<file path="src/rtl/axi_arb_pkg.sv">
// -----------------------------------------------------------------------------
// axi_arb_pkg
// Shared types and constants for the two-master AXI4-Lite arbiter:
//   wr_state_t / rd_state_t : grant FSM encodings for the write and read paths
//   RESP_OKAY / RESP_SLVERR : AXI response codes
//   STATS_W                 : width of the optional grant counters
//   sat_inc()               : saturating increment used by those counters
// -----------------------------------------------------------------------------
package axi_arb_pkg;

  typedef enum logic [1:0] {
    W_IDLE = 2'd0,
    W_XFER = 2'd1,
    W_RESP = 2'd2
  } wr_state_t;

  typedef enum logic [1:0] {
    R_IDLE = 2'd0,
    R_ADDR = 2'd1,
    R_DATA = 2'd2
  } rd_state_t;

  localparam logic [1:0] RESP_OKAY   = 2'b00;
  localparam logic [1:0] RESP_SLVERR = 2'b10;

  localparam int STATS_W = 16;

  // Increment that sticks at all-ones instead of wrapping.
  function automatic logic [STATS_W-1:0] sat_inc(input logic [STATS_W-1:0] v);
    return (&v) ? v : v + STATS_W'(1);
  endfunction

endpackage

</file>
<file path="src/rtl/axi_rr_arb2.sv">
// -----------------------------------------------------------------------------
// axi_rr_arb2
// Two-way round-robin picker. Purely combinational; the caller registers the
// chosen index and keeps the last-grant pointer.
//   req_i[1:0]    : request from port 0 / port 1
//   last_grant_i  : index of the port served most recently
//   en_i          : picker may grant this cycle (caller is idle)
//   grant_o       : chosen port index
//   grant_valid_o : a grant is being offered this cycle
// -----------------------------------------------------------------------------
module axi_rr_arb2 (
  input  logic [1:0] req_i,
  input  logic       last_grant_i,
  input  logic       en_i,
  output logic       grant_o,
  output logic       grant_valid_o
);

  assign grant_valid_o = en_i & (|req_i);

  // On contention the port that was not served last wins; otherwise the
  // single requester wins (req_i[1] is 0 when only port 0 asks).
  assign grant_o = (&req_i) ? ~last_grant_i : req_i[1];

endmodule

</file>
<file path="src/rtl/axi_lite_arbiter.sv">
// -----------------------------------------------------------------------------
// axi_lite_arbiter
// Shares one AXI4-Lite target port between two masters (s0, s1). Write and
// read paths each have an independent round-robin grant FSM and allow one
// outstanding transaction. Once a port is granted, its channels are passed
// through combinationally; the other port sees ready/valid held low.
//
// Ports:
//   axi_aclk, axi_aresetn    : clock, asynchronous active-low reset
//   s0_axi_* / s1_axi_*      : slave-side AW, W, B, AR, R channels per master
//   m_axi_*                  : master-side AW, W, B, AR, R channels to target
//   wr_grant_cnt0/1,
//   rd_grant_cnt0/1          : saturating per-port grant counters, present
//                              only when AXI_ARB_STATS_EN is defined
// -----------------------------------------------------------------------------
module axi_lite_arbiter
  import axi_arb_pkg::*;
#(
  parameter int DATA_WIDTH = 32,  // multiple of 8
  parameter int ADDR_WIDTH = 8
) (
  input  logic                    axi_aclk,
  input  logic                    axi_aresetn,
  // master 0
  input  logic [ADDR_WIDTH-1:0]   s0_axi_awaddr,
  input  logic                    s0_axi_awvalid,
  output logic                    s0_axi_awready,
  input  logic [DATA_WIDTH-1:0]   s0_axi_wdata,
  input  logic [DATA_WIDTH/8-1:0] s0_axi_wstrb,
  input  logic                    s0_axi_wvalid,
  output logic                    s0_axi_wready,
  output logic [1:0]              s0_axi_bresp,
  output logic                    s0_axi_bvalid,
  input  logic                    s0_axi_bready,
  input  logic [ADDR_WIDTH-1:0]   s0_axi_araddr,
  input  logic                    s0_axi_arvalid,
  output logic                    s0_axi_arready,
  output logic [DATA_WIDTH-1:0]   s0_axi_rdata,
  output logic [1:0]              s0_axi_rresp,
  output logic                    s0_axi_rvalid,
  input  logic                    s0_axi_rready,
  // master 1
  input  logic [ADDR_WIDTH-1:0]   s1_axi_awaddr,
  input  logic                    s1_axi_awvalid,
  output logic                    s1_axi_awready,
  input  logic [DATA_WIDTH-1:0]   s1_axi_wdata,
  input  logic [DATA_WIDTH/8-1:0] s1_axi_wstrb,
  input  logic                    s1_axi_wvalid,
  output logic                    s1_axi_wready,
  output logic [1:0]              s1_axi_bresp,
  output logic                    s1_axi_bvalid,
  input  logic                    s1_axi_bready,
  input  logic [ADDR_WIDTH-1:0]   s1_axi_araddr,
  input  logic                    s1_axi_arvalid,
  output logic                    s1_axi_arready,
  output logic [DATA_WIDTH-1:0]   s1_axi_rdata,
  output logic [1:0]              s1_axi_rresp,
  output logic                    s1_axi_rvalid,
  input  logic                    s1_axi_rready,
  // shared target
  output logic [ADDR_WIDTH-1:0]   m_axi_awaddr,
  output logic                    m_axi_awvalid,
  input  logic                    m_axi_awready,
  output logic [DATA_WIDTH-1:0]   m_axi_wdata,
  output logic [DATA_WIDTH/8-1:0] m_axi_wstrb,
  output logic                    m_axi_wvalid,
  input  logic                    m_axi_wready,
  input  logic [1:0]              m_axi_bresp,
  input  logic                    m_axi_bvalid,
  output logic                    m_axi_bready,
  output logic [ADDR_WIDTH-1:0]   m_axi_araddr,
  output logic                    m_axi_arvalid,
  input  logic                    m_axi_arready,
  input  logic [DATA_WIDTH-1:0]   m_axi_rdata,
  input  logic [1:0]              m_axi_rresp,
  input  logic                    m_axi_rvalid,
  output logic                    m_axi_rready
`ifdef AXI_ARB_STATS_EN
  ,
  output logic [STATS_W-1:0]      wr_grant_cnt0,
  output logic [STATS_W-1:0]      wr_grant_cnt1,
  output logic [STATS_W-1:0]      rd_grant_cnt0,
  output logic [STATS_W-1:0]      rd_grant_cnt1
`endif
);

  // ---------------------------------------------------------------------------
  // Write path
  // ---------------------------------------------------------------------------
  wr_state_t w_state_q;
  logic      w_gnt_q, w_last_q, aw_done_q, w_done_q;
  logic      w_pick, w_pick_vld;
  logic      w_xfer, w_resp, aw_hs, w_hs, b_hs;

  axi_rr_arb2 u_wr_arb (
    .req_i         ({s1_axi_awvalid, s0_axi_awvalid}),
    .last_grant_i  (w_last_q),
    .en_i          (w_state_q == W_IDLE),
    .grant_o       (w_pick),
    .grant_valid_o (w_pick_vld)
  );

  assign w_xfer = (w_state_q == W_XFER);
  assign w_resp = (w_state_q == W_RESP);

  // NOTE: every output is qualified by the FSM state, so an asynchronous
  // reset (which forces IDLE) zeroes the outputs in the same cycle without
  // needing its own reset path.
  assign m_axi_awvalid = w_xfer & ~aw_done_q & (w_gnt_q ? s1_axi_awvalid : s0_axi_awvalid);
  assign m_axi_awaddr  = w_xfer ? (w_gnt_q ? s1_axi_awaddr : s0_axi_awaddr) : '0;
  assign m_axi_wvalid  = w_xfer & ~w_done_q & (w_gnt_q ? s1_axi_wvalid : s0_axi_wvalid);
  assign m_axi_wdata   = w_xfer ? (w_gnt_q ? s1_axi_wdata : s0_axi_wdata) : '0;
  assign m_axi_wstrb   = w_xfer ? (w_gnt_q ? s1_axi_wstrb : s0_axi_wstrb) : '0;
  assign m_axi_bready  = w_resp & (w_gnt_q ? s1_axi_bready : s0_axi_bready);

  assign s0_axi_awready = w_xfer & ~aw_done_q & ~w_gnt_q & m_axi_awready;
  assign s1_axi_awready = w_xfer & ~aw_done_q &  w_gnt_q & m_axi_awready;
  assign s0_axi_wready  = w_xfer & ~w_done_q  & ~w_gnt_q & m_axi_wready;
  assign s1_axi_wready  = w_xfer & ~w_done_q  &  w_gnt_q & m_axi_wready;
  assign s0_axi_bvalid  = w_resp & ~w_gnt_q & m_axi_bvalid;
  assign s1_axi_bvalid  = w_resp &  w_gnt_q & m_axi_bvalid;
  assign s0_axi_bresp   = (w_resp & ~w_gnt_q) ? m_axi_bresp : RESP_OKAY;
  assign s1_axi_bresp   = (w_resp &  w_gnt_q) ? m_axi_bresp : RESP_OKAY;

  assign aw_hs = m_axi_awvalid & m_axi_awready;
  assign w_hs  = m_axi_wvalid  & m_axi_wready;
  assign b_hs  = m_axi_bvalid  & m_axi_bready;

  // NOTE: sequential state uses non-blocking assignments so every register
  // samples pre-edge values regardless of statement order.
  always_ff @(posedge axi_aclk or negedge axi_aresetn) begin
    if (!axi_aresetn) begin
      w_state_q <= W_IDLE;
      w_gnt_q   <= 1'b0;
      w_last_q  <= 1'b1;   // s0 wins the first contention
      aw_done_q <= 1'b0;
      w_done_q  <= 1'b0;
    end else begin
      case (w_state_q)
        W_IDLE: begin
          if (w_pick_vld) begin
            w_gnt_q   <= w_pick;
            w_state_q <= W_XFER;
          end
        end
        W_XFER: begin
          if (aw_hs) aw_done_q <= 1'b1;
          if (w_hs)  w_done_q  <= 1'b1;
          // AW and W may complete in either order or together.
          if ((aw_done_q | aw_hs) & (w_done_q | w_hs)) w_state_q <= W_RESP;
        end
        W_RESP: begin
          if (b_hs) begin
            aw_done_q <= 1'b0;
            w_done_q  <= 1'b0;
            w_last_q  <= w_gnt_q;
            w_state_q <= W_IDLE;
          end
        end
        default: w_state_q <= W_IDLE;
      endcase
    end
  end

  // ---------------------------------------------------------------------------
  // Read path
  // ---------------------------------------------------------------------------
  rd_state_t r_state_q;
  logic      r_gnt_q, r_last_q;
  logic      r_pick, r_pick_vld;
  logic      r_addr, r_data, ar_hs, r_hs;

  axi_rr_arb2 u_rd_arb (
    .req_i         ({s1_axi_arvalid, s0_axi_arvalid}),
    .last_grant_i  (r_last_q),
    .en_i          (r_state_q == R_IDLE),
    .grant_o       (r_pick),
    .grant_valid_o (r_pick_vld)
  );

  assign r_addr = (r_state_q == R_ADDR);
  assign r_data = (r_state_q == R_DATA);

  assign m_axi_arvalid = r_addr & (r_gnt_q ? s1_axi_arvalid : s0_axi_arvalid);
  assign m_axi_araddr  = r_addr ? (r_gnt_q ? s1_axi_araddr : s0_axi_araddr) : '0;
  assign m_axi_rready  = r_data & (r_gnt_q ? s1_axi_rready : s0_axi_rready);

  assign s0_axi_arready = r_addr & ~r_gnt_q & m_axi_arready;
  assign s1_axi_arready = r_addr &  r_gnt_q & m_axi_arready;
  assign s0_axi_rvalid  = r_data & ~r_gnt_q & m_axi_rvalid;
  assign s1_axi_rvalid  = r_data &  r_gnt_q & m_axi_rvalid;
  assign s0_axi_rdata   = (r_data & ~r_gnt_q) ? m_axi_rdata : '0;
  assign s1_axi_rdata   = (r_data &  r_gnt_q) ? m_axi_rdata : '0;
  assign s0_axi_rresp   = (r_data & ~r_gnt_q) ? m_axi_rresp : RESP_OKAY;
  assign s1_axi_rresp   = (r_data &  r_gnt_q) ? m_axi_rresp : RESP_OKAY;

  assign ar_hs = m_axi_arvalid & m_axi_arready;
  assign r_hs  = m_axi_rvalid  & m_axi_rready;

  always_ff @(posedge axi_aclk or negedge axi_aresetn) begin
    if (!axi_aresetn) begin
      r_state_q <= R_IDLE;
      r_gnt_q   <= 1'b0;
      r_last_q  <= 1'b1;
    end else begin
      case (r_state_q)
        R_IDLE: begin
          if (r_pick_vld) begin
            r_gnt_q   <= r_pick;
            r_state_q <= R_ADDR;
          end
        end
        R_ADDR: if (ar_hs) r_state_q <= R_DATA;
        R_DATA: begin
          if (r_hs) begin
            r_last_q  <= r_gnt_q;
            r_state_q <= R_IDLE;
          end
        end
        default: r_state_q <= R_IDLE;
      endcase
    end
  end

`ifdef AXI_ARB_STATS_EN
  // ---------------------------------------------------------------------------
  // Grant statistics: one count per IDLE-to-grant transition, per port.
  // ---------------------------------------------------------------------------
  logic [STATS_W-1:0] wr_cnt0_q, wr_cnt1_q, rd_cnt0_q, rd_cnt1_q;

  always_ff @(posedge axi_aclk or negedge axi_aresetn) begin
    if (!axi_aresetn) begin
      wr_cnt0_q <= '0;
      wr_cnt1_q <= '0;
      rd_cnt0_q <= '0;
      rd_cnt1_q <= '0;
    end else begin
      if (w_pick_vld) begin
        if (w_pick) wr_cnt1_q <= sat_inc(wr_cnt1_q);
        else        wr_cnt0_q <= sat_inc(wr_cnt0_q);
      end
      if (r_pick_vld) begin
        if (r_pick) rd_cnt1_q <= sat_inc(rd_cnt1_q);
        else        rd_cnt0_q <= sat_inc(rd_cnt0_q);
      end
    end
  end

  assign wr_grant_cnt0 = wr_cnt0_q;
  assign wr_grant_cnt1 = wr_cnt1_q;
  assign rd_grant_cnt0 = rd_cnt0_q;
  assign rd_grant_cnt1 = rd_cnt1_q;
`endif

endmodule

</file>
<file path="config.mk">
export PLATFORM = sky130hd
export DESIGN_NAME = axi_lite_arbiter
export DESIGN_NICKNAME = d
export VERILOG_FILES = /design/src/rtl/axi_arb_pkg.sv /design/src/rtl/axi_rr_arb2.sv /design/src/rtl/axi_lite_arbiter.sv
export SDC_FILE = /design/constraint.sdc
export NUM_CORES = 1
export LEC_CHECK = 0
export ABC_AREA = 1
export CAP_MARGIN = 5
export CORE_AREA = 2 2 114 116
export CTS_CLUSTER_SIZE = 14
export DETAILED_ROUTE_END_ITERATION = 10
export DIE_AREA = 0 0 116 118
export PLACE_DENSITY_LB_ADDON = 0.3
export SLEW_MARGIN = 20
export SYNTH_ARGS = -nofsm -noshare
export SYNTH_HDL_FRONTEND = slang
export SYNTH_SLANG_ARGS = --single-unit
</file>
<file path="constraint.sdc">
create_clock -name axi_aclk -period 2.04 [get_ports axi_aclk]
set_input_delay 0.306 -clock axi_aclk [delete_from_list [all_inputs] [get_ports axi_aclk]]
set_output_delay 0.306 -clock axi_aclk [all_outputs]
set_load 0.01 [all_outputs]
</file>
Word-level counts from Yosys, hierarchy flattened
Cells that the tools add are included.
Widths: inputs -> output; s select.
{ "op_classes": {"add_sub_neg": 0, "multipliers": 0, "div_mod_pow": 0, "magnitude_cmp": 0, "eq_ne": 12, "n_shift": 0, "muxes": 34, "bitwise": 43, "reduce_logical": 15} }
{ "op_table": {"columns": ["cell", "count"], "rows": [
  ["$mux 32", 4],
  ["$and 1x1->1", 35],
  ["$mux 8", 4],
  ["$mux 2", 10],
  ["$ne 2x1->1 const B", 6],
  ["$pmux 2 s3", 2],
  ["$reduce_and 2->1", 6],
  ["$reduce_and 3->1", 4],
  ["$mux 1", 10],
  ["$mux 4", 2],
  ["$not 1->1", 6],
  ["$eq 2x1->1 const B", 2],
  ["$eq 2x2->1 const B", 2],
  ["$logic_not 2->1", 2],
  ["$ne 2x2->1 const B", 2],
  ["$pmux 1 s2", 2],
  ["$reduce_or 2->1", 2],
  ["$or 1x1->1", 2],
  ["$reduce_bool 2->1", 1]
]} }
{ "totals": {"ff_bits": 10, "latchBits": 0, "ram_bits": 0, "mem_bits_ro": 0, "input_bits": 157, "n_memories": 0} }

Logic depth before layout (Yosys ltp)
{ "depth": {"depth_word": 8, "mapped_depth": 7} }

Modules after synthesis
From an unflattened synthesis, not the netlist that was laid out.
{ "unflattened": {"cells_unflattened": 414, "area_unflattened_um2": 2028.2} }
{ "modules_own_cells": {"columns": ["module", "instances", "cells_each", "area_each_um2"], "rows": [
  ["axi_lite_arbiter", 1, 404, 1980.6],
  ["axi_rr_arb2", 2, 5, 23.8]
]} }

Worst setup path before layout
OpenSTA, ideal clock, no wires.
{ "synth_timing": {"path_kind": "register to output", "from": "register r_gnt_q", "to": "output port s0_axi_arready", "arrival_ns": 1.119, "required_time_ns": 1.734, "path_slack_ns": 0.615, "stages_incl_launch_ff": 3, "cell_sequence": "dfrtp_1 clkbuf_1 nor4_1"} }
{ "synth_between": {"elab_chain_cells": 3} }
{ "synth_rtl": {"columns": ["item", "line", "source"], "rows": [
  ["from (decl)", "axi_lite_arbiter.sv:169", "logic r_gnt_q, r_last_q;"],
  ["from (signal assigned)", "axi_lite_arbiter.sv:209", "r_gnt_q <= r_pick;"],
  ["$not 1->1", "axi_lite_arbiter.sv:188", "assign s0_axi_arready = r_addr & ~r_gnt_q & m_axi_arready;"],
  ["$and 1x1->1 (2 in a row)", "axi_lite_arbiter.sv:188", null],
  ["to (decl)", "axi_lite_arbiter.sv:37", "output logic s0_axi_arready,"]
]} }
Every way passes these cells.

Final worst setup path
Ends and elaborated chain as after synthesis.

==> results.json <==
{
  "p_per_area_nw_per_um2": 835.7,
  "drive_gt1_frac": 0.06461,
  "final.period_utilization": 0.9719,
  "syn_nets": 546,
  "cp_max_fo": 4,
  "hp-class": "in -> async",
  "num_antenna_cells": 0,
  "syn_avg_cell_area_sq_um": 4.924,
  "critPathLaunchType": "flop",
  "portBuffers": 295,
  "setup_viol": 0,
  "ys_seq_area_frac": 0.1319,
  "cts_tree": "yes",
  "core-area_sq_um": 12410,
  "yosysWarnings": 0,
  "path_clk_slew_ps": 40,
  "grt_max_degree": 45,
  "fin_crit_ps": 1983,
  "overflow": 0,
  "start_util": 0.1543,
  "critPathSlowestCell": "clkdlybuf4s50_1",
  "final_nets": 840,
  "whs_ps": 400.2,
  "die-width_um": 116,
  "final_area_sq_um": 5275,
  "cp.required_ps": 1730,
  "cp_cell_sequence": "buf_4, nor4_1, clkdlybuf4s50_1",
  "peakVddDrop_mv": 0.4271,
  "clockBufferDepth": 2,
  "crit_arrival_ps": 1680,
  "synth.area.top_cells": "nand2_1 (26%), nor2_1 (15%), a21oi_1 (12%)",
  "die_area_sq_um": 13690,
  "drtIter0Drc": 172,
  "viasPerCell": 4.172,
  "grt_pass1_wl_um": 17610,
  "place_area_sq_um": 5030,
  "ant_nets": 0,
  "first_pass_iters": 4,
  "cts_buffers": 3,
  "gp_congestion": 0.8453,
  "antenna_found_initial": 0,
  "dp_hpwl_um": 10020,
  "tightest_slew_ps": 470.4,
  "finalMaxSlewViolations": 0,
  "row_count": 41,
  "status": "completed",
  "synth_cell_types": 24,
  "root_buffer": "clkbuf_16",
  "synth_top_area_frac": 0.2567,
  "synthCells": 389,
  "clk_latency_ps": 230,
  "slew_headroom": 0.6854,
  "drt-wirelength-per-cell_um": 14.45,
  "ios": 296,
  "crit_type": "reg -> out",
  "hold_viol_final": 0,
  "max_freq_mhz": 504.4,
  "cp_slowest_stage_delay_ps": 590,
  "syn-cell-area_sq_um": 1916,
  "wl_um": 12320,
  "grt_usage": 0.1629,
  "worstSetupEndpointType": "output pin",
  "setup_tns_ps": 0,
  "fp.dieH_um": 118,
  "synth-seq-cells": 10,
  "synth_top_area_cell": "nand2_1",
  "grt_pass1_vias": 3573,
  "area_growth_syn_to_layout_pct": 175.4,
  "dr_total_vias": 3559,
  "fin_skew_ps": 3.363,
  "power_leakage_nw": 3.456,
  "htree_levels": 1,
  "drc": 0,
  "drv_cap": 0,
  "cts.sink_count": 10
}
==> Yosys cell counts, drive strengths merged <==
cell    instances
o21ai           9
nor3            2
buf            21
nor4            2
a21oi          47
nand3          18
inv            54
dfrtp           8
clkbuf          4
nor2           85
dfstp           2
and2            2
nand2         134
nand3b          1
==> final cells by class <==
| cell class | instances | area [sq um] |
|---|---|---|
| Multi-Input combinational cell | 301 | 1311 |
| Clock buffer | 3 | 75.07 |
| Fill cell | 1340 | 7139 |
| Tap cell | 172 | 215.2 |
| Sequential cell | 10 | 255.2 |
| Timing Repair Buffer | 313 | 3211 |
| Inverter | 54 | 207.7 |
==> critical path: cells and delay by family, from the launching register on <==
| kind | cells | cell delay (ps) |
|---|---|---|
| buf+inv | 2 | 740 |
| flops | 1 | 430 |
| simple gates | 1 | 270 |
==> where the power goes <==
part | switching, W | internal [W] | total [W]
clock | 0.0000812 | 0.000253 | 0.000335
combinational | 0.00192 | 0.00173 | 0.00366
sequential | 0.000102 | 0.000315 | 0.000418
total | 0.00211 | 0.00230 | 0.00441
==> per-layer routing <==
layer / vias up / wire, um / part of all wire / GRT usage
li1: 1758 / - / - / -
met1: 1607 / 3881 / 0.31 / 0.1417
met2: 188 / 6822 / 0.55 / 0.3359
met3: 6 / 1520 / 0.12 / 0.07621
met4: 0 / 99 / 0.0080 / 0.01786
met5: - / 0 / 0 / 0
==> kinds of logic after synthesis <==
| group | count (synthesis) | share of synthesized area |
|---|---|---|
| AO/OA/AOI/OAI | 56 | 0.1483 |
| buffers and inverters | 79 | 0.1966 |
| flip-flops | 10 | 0.1319 |
| AND/OR/NAND/NOR | 244 | 0.5232 |
==> repair_timing <==
action / CTS / global route
pin swaps: 3 / 1
buffers inserted: 5 / 1
endpoints found under the setup margin: 127 / 48
hold buffers: 0 / 0
gates cloned: 1 / 1
resized for setup: 92 / 51
==> path summary, 6_finish.rpt <==
path / to / start / slack (ps) / cells after the start
worst max-delay path: s0_axi_arready / r_gnt_q$_DFFE_PN0P_ / 60 / 3
worst min-delay path: aw_done_q$_DFFE_PN0P_ / axi_aresetn / 400 / 1
worst max register to register: w_state_q[1]$_DFFE_PN0P_ / w_gnt_q$_DFFE_PN0P_ / 620 / 7
worst min register to register: w_last_q$_DFFE_PN1P_ / w_last_q$_DFFE_PN1P_ / 480 / 2
max in group asynchronous: r_gnt_q$_DFFE_PN0P_ / axi_aresetn / 1290 / 1
min in group axi_aclk: w_last_q$_DFFE_PN1P_ / w_last_q$_DFFE_PN1P_ / 480 / 2
==> stage by stage <==
stage	worst slack, ps	instances	util	total power (W)
final	57.33	853	0.4249	0.004408
after global routing	-8.314	853	0.4249	0.004792
after CTS	-82.16	851	0.4109	0.004425
after detailed placement	-28.50	842	0.4052	0.004060
after global placement	-14.32	842	0.4052	0.004042
after floorplan	615.3	389	-	0.002183
==> cell usage in the layout, fill, tap and decap left out, types with 4 or more instances in the layout <==
cell,n
a21oi_1,46
buf_12,7
buf_4,8
clkbuf_16,4
clkdlybuf4s50_1,165
dfrtp_1,6
dlygate4sd2_1,84
dlymetal6s2s_1,46
inv_1,50
nand2_1,130
nand3_1,18
nor2_1,77
nor2_2,6
o21ai_0,7
==> state kept, by name (all words and copies together) (netlist names) <==
register,flops
aw_done_q,1
r_gnt_q,1
r_last_q,1
r_state_q,2
w_done_q,1
w_gnt_q,1
w_last_q,1
w_state_q,2
No activity file was read; power rests on OpenSTA's default activity.
